$ cat config.mk
export PLATFORM = sky130hd
export DESIGN_NAME = mul4_fitness_driver
export DESIGN_NICKNAME = d
export VERILOG_FILES = /design/src/rtl/mul4_fitness_driver.sv
export SDC_FILE = /design/constraint.sdc
export NUM_CORES = 1
export LEC_CHECK = 0
export CORE_AREA = 3 3 222 224
export CTS_CLUSTER_SIZE = 8
export DETAILED_ROUTE_END_ITERATION = 8
export DIE_AREA = 0 0 225 227
export PLACE_DENSITY_LB_ADDON = 0.05
export SYNTH_ARGS = -nofsm -noshare
export SYNTH_HDL_FRONTEND = slang
export SYNTH_SLANG_ARGS = --single-unit
$ cat constraint.sdc
create_clock -name clk -period 44.5 [get_ports clk]
set_clock_uncertainty 0.2 [all_clocks]
set_input_delay 4.45 -clock clk [delete_from_list [all_inputs] [get_ports clk]]
set_output_delay 4.45 -clock clk [all_outputs]
set_load 0.005 [all_outputs]
$ cat src/rtl/mul4_fitness_driver.sv
// rtl/mul4_fitness_driver.sv - operand driver, golden shift-add multiplier and fitness scorer for one mul4 individual
module mul4_fitness_driver #(
    parameter int          WORD_W      = 16,
    parameter int          NUM_VECTORS = 256,
    parameter logic [31:0] LFSR_SEED   = 32'hACE11234
) (
    input  logic                                        clk,
    input  logic                                        rst_n,
    input  logic                                        start,
    output logic                                        busy,
    output logic                                        done,
    output logic [WORD_W-1:0]                           dut_a1,
    output logic [WORD_W-1:0]                           dut_a0,
    output logic [WORD_W-1:0]                           dut_b1,
    output logic [WORD_W-1:0]                           dut_b0,
    input  logic [WORD_W-1:0]                           dut_y3,
    input  logic [WORD_W-1:0]                           dut_y2,
    input  logic [WORD_W-1:0]                           dut_y1,
    input  logic [WORD_W-1:0]                           dut_y0,
    output logic [$clog2(NUM_VECTORS*4*WORD_W+1)-1:0]   bit_score,
    output logic [$clog2(NUM_VECTORS+1)-1:0]            exact_count
);
    localparam int AW = 2 * WORD_W;
    localparam int PW = 4 * WORD_W;
    localparam int SW = $clog2(NUM_VECTORS * 4 * WORD_W + 1);
    localparam int EW = $clog2(NUM_VECTORS + 1);
    localparam int MW = $clog2(PW + 1);
    localparam int CW = $clog2(AW);
    localparam logic [31:0]   MASK     = 32'h80200003;
    // An all-zero Galois LFSR would lock up, so a zero seed is promoted to 1.
    localparam logic [31:0]   SEED     = (LFSR_SEED == 32'h0) ? 32'h1 : LFSR_SEED;
    localparam logic [EW-1:0] LAST_IDX = EW'(NUM_VECTORS - 1);
    localparam logic [CW-1:0] LAST_CNT = CW'(AW - 1);
    localparam logic [MW-1:0] FULL     = MW'(PW);

    typedef enum logic [2:0] {IDLE, LOAD_A, LOAD_B, MUL, CMP, FIN} state_t;

    state_t        state;
    logic [31:0]   lfsr;
    logic [31:0]   lfsr_next;
    logic [EW-1:0] idx;
    logic [AW-1:0] op_a;
    logic [AW-1:0] vec_op;
    logic [PW-1:0] mcand;
    logic [AW-1:0] mplier;
    logic [PW-1:0] acc;
    logic [CW-1:0] cnt;
    logic [PW-1:0] y;
    logic [MW-1:0] match;

    // Next LFSR state and the operand value for the current vector index
    // (vectors 0 and 1 are fixed corner operands, the rest come from the LFSR).
    always_comb begin
        lfsr_next = lfsr[0] ? ((lfsr >> 1) ^ MASK) : (lfsr >> 1);
        if (idx == '0)
            vec_op = {AW{1'b1}};
        else if (idx == EW'(1))
            vec_op = AW'(1) << WORD_W;
        else
            vec_op = AW'(lfsr_next);
    end

    // Number of result bits that agree with the golden product.
    always_comb begin
        y     = {dut_y3, dut_y2, dut_y1, dut_y0};
        match = '0;
        for (int i = 0; i < PW; i++) begin
            if (y[i] == acc[i])
                match = match + MW'(1);
        end
    end

    // Evaluation sequencer: operand generation, shift-add multiply, scoring.
    always_ff @(posedge clk or negedge rst_n) begin
        if (!rst_n) begin
            state       <= IDLE;
            lfsr        <= SEED;
            idx         <= '0;
            op_a        <= '0;
            mcand       <= '0;
            mplier      <= '0;
            acc         <= '0;
            cnt         <= '0;
            busy        <= 1'b0;
            done        <= 1'b0;
            dut_a1      <= '0;
            dut_a0      <= '0;
            dut_b1      <= '0;
            dut_b0      <= '0;
            bit_score   <= '0;
            exact_count <= '0;
        end else begin
            done <= 1'b0;
            case (state)
                IDLE: begin
                    if (start) begin
                        state       <= LOAD_A;
                        busy        <= 1'b1;
                        bit_score   <= '0;
                        exact_count <= '0;
                        idx         <= '0;
                        lfsr        <= SEED;
                    end
                end
                LOAD_A: begin
                    op_a <= vec_op;
                    if (idx >= EW'(2))
                        lfsr <= lfsr_next;
                    state <= LOAD_B;
                end
                LOAD_B: begin
                    {dut_a1, dut_a0} <= op_a;
                    {dut_b1, dut_b0} <= vec_op;
                    mcand  <= PW'(op_a);
                    mplier <= vec_op;
                    acc    <= '0;
                    cnt    <= '0;
                    if (idx >= EW'(2))
                        lfsr <= lfsr_next;
                    state <= MUL;
                end
                MUL: begin
                    if (mplier[0])
                        acc <= acc + mcand;
                    mcand  <= mcand << 1;
                    mplier <= mplier >> 1;
                    cnt    <= cnt + CW'(1);
                    if (cnt == LAST_CNT)
                        state <= CMP;
                end
                CMP: begin
                    bit_score <= bit_score + SW'(match);
                    if (match == FULL)
                        exact_count <= exact_count + EW'(1);
                    idx <= idx + EW'(1);
                    state <= (idx == LAST_IDX) ? FIN : LOAD_A;
                end
                FIN: begin
                    done  <= 1'b1;
                    busy  <= 1'b0;
                    state <= IDLE;
                end
                default: state <= IDLE;
            endcase
        end
    end
endmodule

[Yosys cells after proc, flatten, opt, wreduce, memory -nomap -nowiden]
Index checks and enable logic that the tools add are counted.
Word-level totals
  register bits: 331
  input port bits: 67
  output and inout port bits: 90
  word-level logic and storage cells: 265
Operators by class
  add/subtract/negate cells: 68
  $lt $le $gt $ge: 1
  eq/ne operators: 78
  multiplexer cells: 88
  bitwise operators: 1
  reduce and logical (&&, ||, !) cells: 13
Operators by type and width (count)
  $add 7x1->7 const B: 63
  $mux 7: 63
  $pmux 64 s2: 2
  $mux 32: 5
  $pmux 32 s2: 2
  $add 64x64->64: 1
  $eq 1x1->1: 64
  $mux 64: 1
  $pmux 9 s2: 2
  $pmux 15 s2: 1
  $add 9x1->9 const B: 2
  $mux 9: 2
  $add 15x7->15: 1
  $mux 15: 1
  $pmux 3 s5: 1
  $pmux 5 s2: 1
  $eq 9x1->1 const B: 1
  $eq 9x8->1 const B: 1
  $ge 9x2->1 const B: 1
  $logic_not 9->1: 1
  $mux 3: 3
  $ne 2x2->1 const B: 4
  $reduce_and 2->1: 4
  $reduce_bool 2->1: 4
  other kinds (13): 18

[Longest topological paths before layout]
Gate-level depths: netlist (run 1).
  depth after elaboration: 131
  depth in mapped cells: 198
  mapped depth without buffers: 198

[Worst setup path before layout (run 1)]
No wires, ideal clock.
  path kind: input -> register
  start: input dut_y0[1]
  end: register bit_score[11]
  library setup time: 0.083 ns
  arrival: 37.735 ns
  data required time: 44.217 ns
  slack: 6.482 ns
  stages on the path: 188
  buffers on the path: 1
  cells stage by stage: xor2_1 > inv_1 > ha_1 > buf_2 > xnor3_2 > ha_1 > o221ai_1 > nand2_1 > ha_1 > a32oi_1 > mux2i_1 > or2_2 > ha_1 > o21ai_0 > nand3_1 > nand3_1 > o21ai_0 > ha_1 > [... 152 more ...] > inv_1 > ha_1 > nor2_1 > a21oi_1 > ha_1 > mux2_2 > ha_1 > a21o_1 > a21o_1 > a21o_1 > a21oi_1 > o21bai_1 > a21oi_1 > nor2b_1 > and2_1 > nand2_1 > nand3_1 > o21ai_0
On the way
  cells in the longest elaborated chain, start to end: 128
Ends and longest elaborated chain
  start, declared: line 19  | input logic [WORD_W-1:0] dut_y0,
  $eq 1x1->1 *: line 68  | if (y[i] == acc[i])
  $mux 7 *: line 68
  $add 7x1->7: line 69  | match = match + MW'(1);
  $mux 7 *: line 68
  $add 7x1->7: line 69
  $mux 7 *: line 68
  $add 7x1->7: line 69
  $mux 7 *: line 68
  [... 112 more ...]
  $add 7x1->7: line 69
  $mux 7 *: line 68
  $add 7x1->7: line 69
  $mux 7 *: line 68
  $add 7x1->7: line 69
  $mux 7 *: line 68
  $add 15x7->15 *: line 132  | bit_score <= bit_score + SW'(match);
  $pmux 15 s2 *: line 94  | case (state)
  end signal, assigned: line 132
  end, declared: line 20  | output logic [$clog2(NUM_VECTORS*4*WORD_W+1)-1:0] bit_score,
Every way passes the cells marked *; elsewhere a longest branch is shown, timed or not.
A chain may end at the register's enable or synchronous reset.

[Final worst setup path (run 1)]
Same ends and word-level chain as after synthesis.

==> results of run 1 <==
[stage by stage]
| stage | TNS (ns) | utilization (%) | std cells |
|---|---|---|---|
| after floorplan | 0 | - | 3429 |
| after global placement | 0 | 64.3 | 4100 |
| after detailed placement | 0 | 64.3 | 4100 |
| after CTS | 0 | 67.2 | 4167 |
| after global routing | -0.0753 | 67.4 | 4171 |
| final | 0 | 67.4 | 4171 |
[cells in the mapped netlist, types with 17 or more instances]
cell,number,area share [%]
xor2_1,161,4.9
inv_1,79,1.0
nand4_1,40,0.88
mux2i_1,61,2.1
a21oi_1,270,4.7
xnor2_2,25,1.4
nor2b_1,18,0.40
nand3_1,132,2.3
nor2_1,285,3.8
mux2_2,47,1.9
o21bai_1,24,0.63
nand2_1,492,6.5
nand2b_1,25,0.55
o21ai_1,17,0.30
dfrtp_1,318,28
o21ai_0,252,4.4
xnor2_1,304,9.3
a22o_1,18,0.55
nor3_1,65,1.1
clkbuf_1,101,1.3
o211ai_1,20,0.53
or3_1,19,0.42
o31ai_1,28,0.74
a211oi_1,20,0.53
and2_1,21,0.46
o21a_1,21,0.55
or2_2,18,0.40
a21o_1,28,0.74
and3_1,24,0.53
ha_1,141,6.2
a31oi_1,30,0.66
[registers in the layout (all words and copies together) (netlist names)]
| signal | count |
|---|---|
| mcand | 64 |
| op_a | 32 |
| acc | 64 |
| dut_a1 | 16 |
| dut_b1 | 16 |
| bit_score | 15 |
| idx | 9 |
| state | 3 |
| exact_count | 9 |
| cnt | 5 |
| mplier | 32 |
| dut_b0 | 16 |
| lfsr | 32 |
| done | 1 |
| busy | 1 |
| dut_a0 | 16 |
[layout make-up]
| type | count | area, um2 |
|---|---|---|
| multi-input cells | 2889 | 19600 |
| clock buffers | 63 | 1250 |
| flip-flops and latches | 331 | 8300 |
| clock inverters | 4 | 95.1 |
| inverters | 92 | 350 |
| well taps | 615 | 769 |
| repair buffers | 177 | 1740 |
| fillers | 3881 | 15500 |
[worst max-delay path by stage]
stage                                 to  cells past startpoint
after global routing       bit_score[11]                    193
after floorplan            bit_score[11]                    188
after CTS                 exact_count[4]                    183
after detailed placement  exact_count[4]                    183
after global placement    exact_count[3]                    181
final                      bit_score[11]                    194
[per-layer routing]
layer,up-vias,wire [um]
li1,12400,-
met1,12100,33800
met2,674,33900
met3,139,3170
met4,0,2060
met5,-,0
[worst max-delay path: cells and delay by family]
family          cells  cell delay, ns
fa+ha+maj          33           10.22
xor+xnor           20            4.11
compound gates     65           11.15
simple gates       58            8.28
buf+inv             9            1.11
mux                 9            2.45
[cell families (layout without fill, tap and decap cells)]
family / Yosys count / count (layout) / share of synthesized area (%)
simple gates: 1235 / 1235 / 20.1
mux: 109 / 109 / 4.04
compound gates: 876 / 876 / 19.0
flops: 331 / 331 / 29.1
buf+inv: 209 / 336 / 2.81
fa+ha+maj: 144 / 144 / 6.37
xor+xnor: 525 / 525 / 18.6
[repair_timing]
item	CTS	global route
setup endpoints to repair	0	23
hold buffers	0	0
buffers inserted	0	4
gates resized for setup	0	24
==> flow_summary.ini, run 1 <==
[status]
status = completed

[timing]
max_slew_margin_pct = 14.5
period_share_pct = 93.4
hold_viol_final = 0
fmax_mhz = 24.0
fin_ws_ns = 2.92
slew_violations = 0
worst_slew_pin_slew_ns = 1.28
final.min_clock_period_ns = 41.58
finalSetupViolCount = 0
whs_ns = 0.279

[global_routing]
gr-usage-met2_pct = 46.8
antenna_found_initial = 0
track_usage_pct = 28.1
overflow = 0
grt_busiest_layer = met2
grtUsageMet3_pct = 2.77
first_global_vias = 24500
use_met1_pct = 39.3
grt_pass1_wl_um = 121000
grt_start_max_net_pins = 173

[die]
num_io_pins = 157
die_h_um = 227
row_count = 80
die_w_um = 225
die_area_mm2 = 0.0511
start_util_pct = 59.9
core_area_mm2 = 0.0475

[placement]
dpl.hpwl_um = 54400
io_buffers = 156
place_ws_ns = 1.35
placed_cell_area_mm2 = 0.0306
gp_congestion = 0.922

[setup_path]
path_common_cell = ha_1
ff2ff_path_depth = 193
setup.worst_path.end_class = register
worstPathRequired_ns = 44.76
worst-r2r-setup-slack_ns = 6.79
r2r-start = acc[1]
critPathKind = primary input to register
arrival_ns = 41.84
cp_max_fo = 9
timing.rr.end = bit_score[11]
crit_slowest_cell = xnor3_2
cp_slowest_stage_delay_ns = 0.55
critPathLaunchType = primary input
startpoint = dut_y0[1]

[logic_synthesis]
ys_ff_latch = 331
ys_seq_area_share_pct = 29.1
syn_area_mm2 = 0.0285
ys_types = 107
ys_warn_count = 0
synth_flop_cell = dfrtp_1
syn-mean-instance-area_um2 = 8.31
syn-num-nets = 3639
synth_edf_count = 0
synth_cells = 3429
async_flop_share_pct = 100

[route]
drcViolationCount = 0
drtAntennaViolNets = 0
vias = 25300
post_drt_wl_per_cell_um = 17.5
drt_iter0_drc = 1931
viasPerCell = 6.08
first_pass_iters = 6
routed_wl_um = 73000

[clock_network]
clk_pin_slew_worst_paths_ns = 0.05
clockBufferDepth = 3
cts_tree = yes
cts_root_buf = clkbuf_16
cts_buffers = 47
cts_sinks = 331
clkLatencyLatePin_ns = 0.57
htreeDepth = 2

[layout]
syn_to_final_growth_pct = 12.5
stdcell_area_mm2 = 0.0321
final_common_cell = nand2_1
fin_nets = 3748
antenna_cells = 0
final_cell_mix = nand2_1, dfrtp_1, xnor2_1, nor2_1, a21oi_1
layout-drive-gt1-share_pct = 7.26

[min_path]
min_to = mplier[31]
min_path_type = register to register
holdCritStartpoint = mplier[31]
holdPathStages = 2

[job]
maxCapViolCount = 0
Power of run 1 is not shown: default switching activity piles up to over one toggle a cycle in this logic, so the estimate is an artifact.
==> run 2: changes to the inputs <==
--- a/config.mk
+++ b/config.mk
@@ -5,11 +5,14 @@
 export SDC_FILE = /design/constraint.sdc
 export NUM_CORES = 1
 export LEC_CHECK = 0
-export CORE_AREA = 3 3 222 224
+export CELL_PAD_IN_SITES_DETAIL_PLACEMENT = 0
+export CELL_PAD_IN_SITES_GLOBAL_PLACEMENT = 2
+export CORE_AREA = 3 3 278 280
 export CTS_CLUSTER_SIZE = 8
 export DETAILED_ROUTE_END_ITERATION = 8
-export DIE_AREA = 0 0 225 227
+export DIE_AREA = 0 0 281 283
 export PLACE_DENSITY_LB_ADDON = 0.05
+export RECOVER_POWER = 25
 export SYNTH_ARGS = -nofsm -noshare
 export SYNTH_HDL_FRONTEND = slang
 export SYNTH_SLANG_ARGS = --single-unit
==> flow_summary.ini, run 2 (synthesis gave the netlist of run 1 again) <==
[setup_path]
critPathKind = primary input to register
critPathLaunchType = primary input
path_common_cell = ha_1
startpoint = dut_y0[1]
worstPathRequired_ns = 44.79
arrival_ns = 41.68
timing.rr.end = bit_score[11]
cp_max_fo = 9
cp_slowest_stage_delay_ns = 0.52
ff2ff_path_depth = 192
crit_slowest_cell = xnor3_2
crit_end = bit_score[11]
worst-r2r-setup-slack_ns = 6.97
setup.worst_path.end_class = register
r2r-start = acc[1]

[layout]
final_common_cell = nand2_1
stdcell_count = 4533
antenna_cells = 0
fin_nets = 3752
final_cell_mix = nand2_1, dfrtp_1, xnor2_1, nor2_1, a21oi_1
layout-drive-gt1-share_pct = 7.30
fin_util_pct = 43.6
reg.largest.list = acc: 64 flops, mcand: 64 flops
fillers = 7531
syn_to_final_growth_pct = 14.2

[timing]
final.min_clock_period_ns = 41.39
fin_ws_ns = 3.11
whs_ns = 0.276
hold_viol_final = 0
period_share_pct = 93.0
fmax_mhz = 24.2
slew_violations = 532
worst_slew_pin_slew_ns = 3.93
finalSetupViolCount = 0
max_slew_margin_pct = -162

[status]
violations = capacitance limit, slew limit
status = complete, but fails checks

[placement]
io_buffers = 156
gp_congestion = 0.853
dp.cells = 4460
place_ws_ns = 0.978
dpl.hpwl_um = 60300

[global_routing]
antenna_found_initial = 0
track_usage_pct = 19.8
first_global_vias = 24100
overflow = 0
grt_start_max_net_pins = 128
grt_pass1_wl_um = 131000

[die]
die_h_um = 283
core_area_mm2 = 0.0747
num_io_pins = 157
die_area_mm2 = 0.0795
die_w_um = 281
row_count = 100
start_util_pct = 38.2

[route]
vias = 24600
post_drt_wl_per_cell_um = 17.7
first_pass_iters = 6
routed_wl_um = 80000
drtAntennaViolNets = 0
drt_iter0_drc = 1217
drcViolationCount = 0
viasPerCell = 5.44

[clock_network]
cts_tree = yes
cts_buffers = 47
cts_hold_repair.buffers = 0
cts_sinks = 331
clk_pin_slew_worst_paths_ns = 0.05
clkLatencyLatePin_ns = 0.60
clockBufferDepth = 3
cts_root_buf = clkbuf_16
htreeDepth = 2

[min_path]
min_path_type = register to register

[job]
maxCapViolCount = 8
## run 2: per-stage QoR
step / setup TNS, ns / instance area (um2)
5_1_grt: -0.0776 / 32500
6_report: 0 / 32500
2_1_floorplan: 0 / 28500
3_3_place_gp: 0 / 31100
3_5_place_dp: 0 / 31100
4_1_cts: 0 / 32400
## run 2: what timing repair did
item,in CTS,in global routing
gates resized for setup,0,32
buffers inserted,0,2
endpoints found under the setup margin,0,23
hold endpoints to repair,0,0
## run 2: worst min path at each step
stage	start	end	slack (ns)	depth (start not counted)
after detailed placement	mplier[27]	mplier[27]	0.27	2
after global placement	cnt[4]	cnt[4]	0.26	2
final	cnt[4]	cnt[4]	0.28	2
after global routing	lfsr[2]	lfsr[2]	0.30	2
after floorplan	cnt[4]	cnt[4]	0.25	2
after CTS	mplier[27]	mplier[27]	0.28	2
## run 2: final cells by class
class                           count  area, um2  share of cell area (%)
Multi-Input combinational cell   2889      19600                    60.2
Sequential cell                   331       8300                    25.5
Timing Repair Buffer              181       1740                    5.33
Clock buffer                       67       1260                    3.88
Tap cell                          969       1210                    3.73
Inverter                           92        350                    1.08
Clock inverter                      4       95.1                   0.292
## run 2: critical path, delay by kind of cell
| kind | cells | cell delay (ns) |
|---|---|---|
| AOI/OAI and AO/OA | 64 | 11.31 |
| xor gates and xnor gates | 22 | 4.32 |
| adders and majority gates | 34 | 10.67 |
| buffers and inverters | 8 | 1.07 |
| muxes | 8 | 2.00 |
| and+or+nand+nor | 57 | 7.90 |
## run 2: metal layers
metal	up-vias	wire length, um	track usage, %
li1	12400	-	-
met1	11800	40200	28.7
met4	0	931	2.95
met2	339	36900	32.4
met3	56	2030	1.93
met5	-	0	0
Power of run 2 is left out for the same reason.
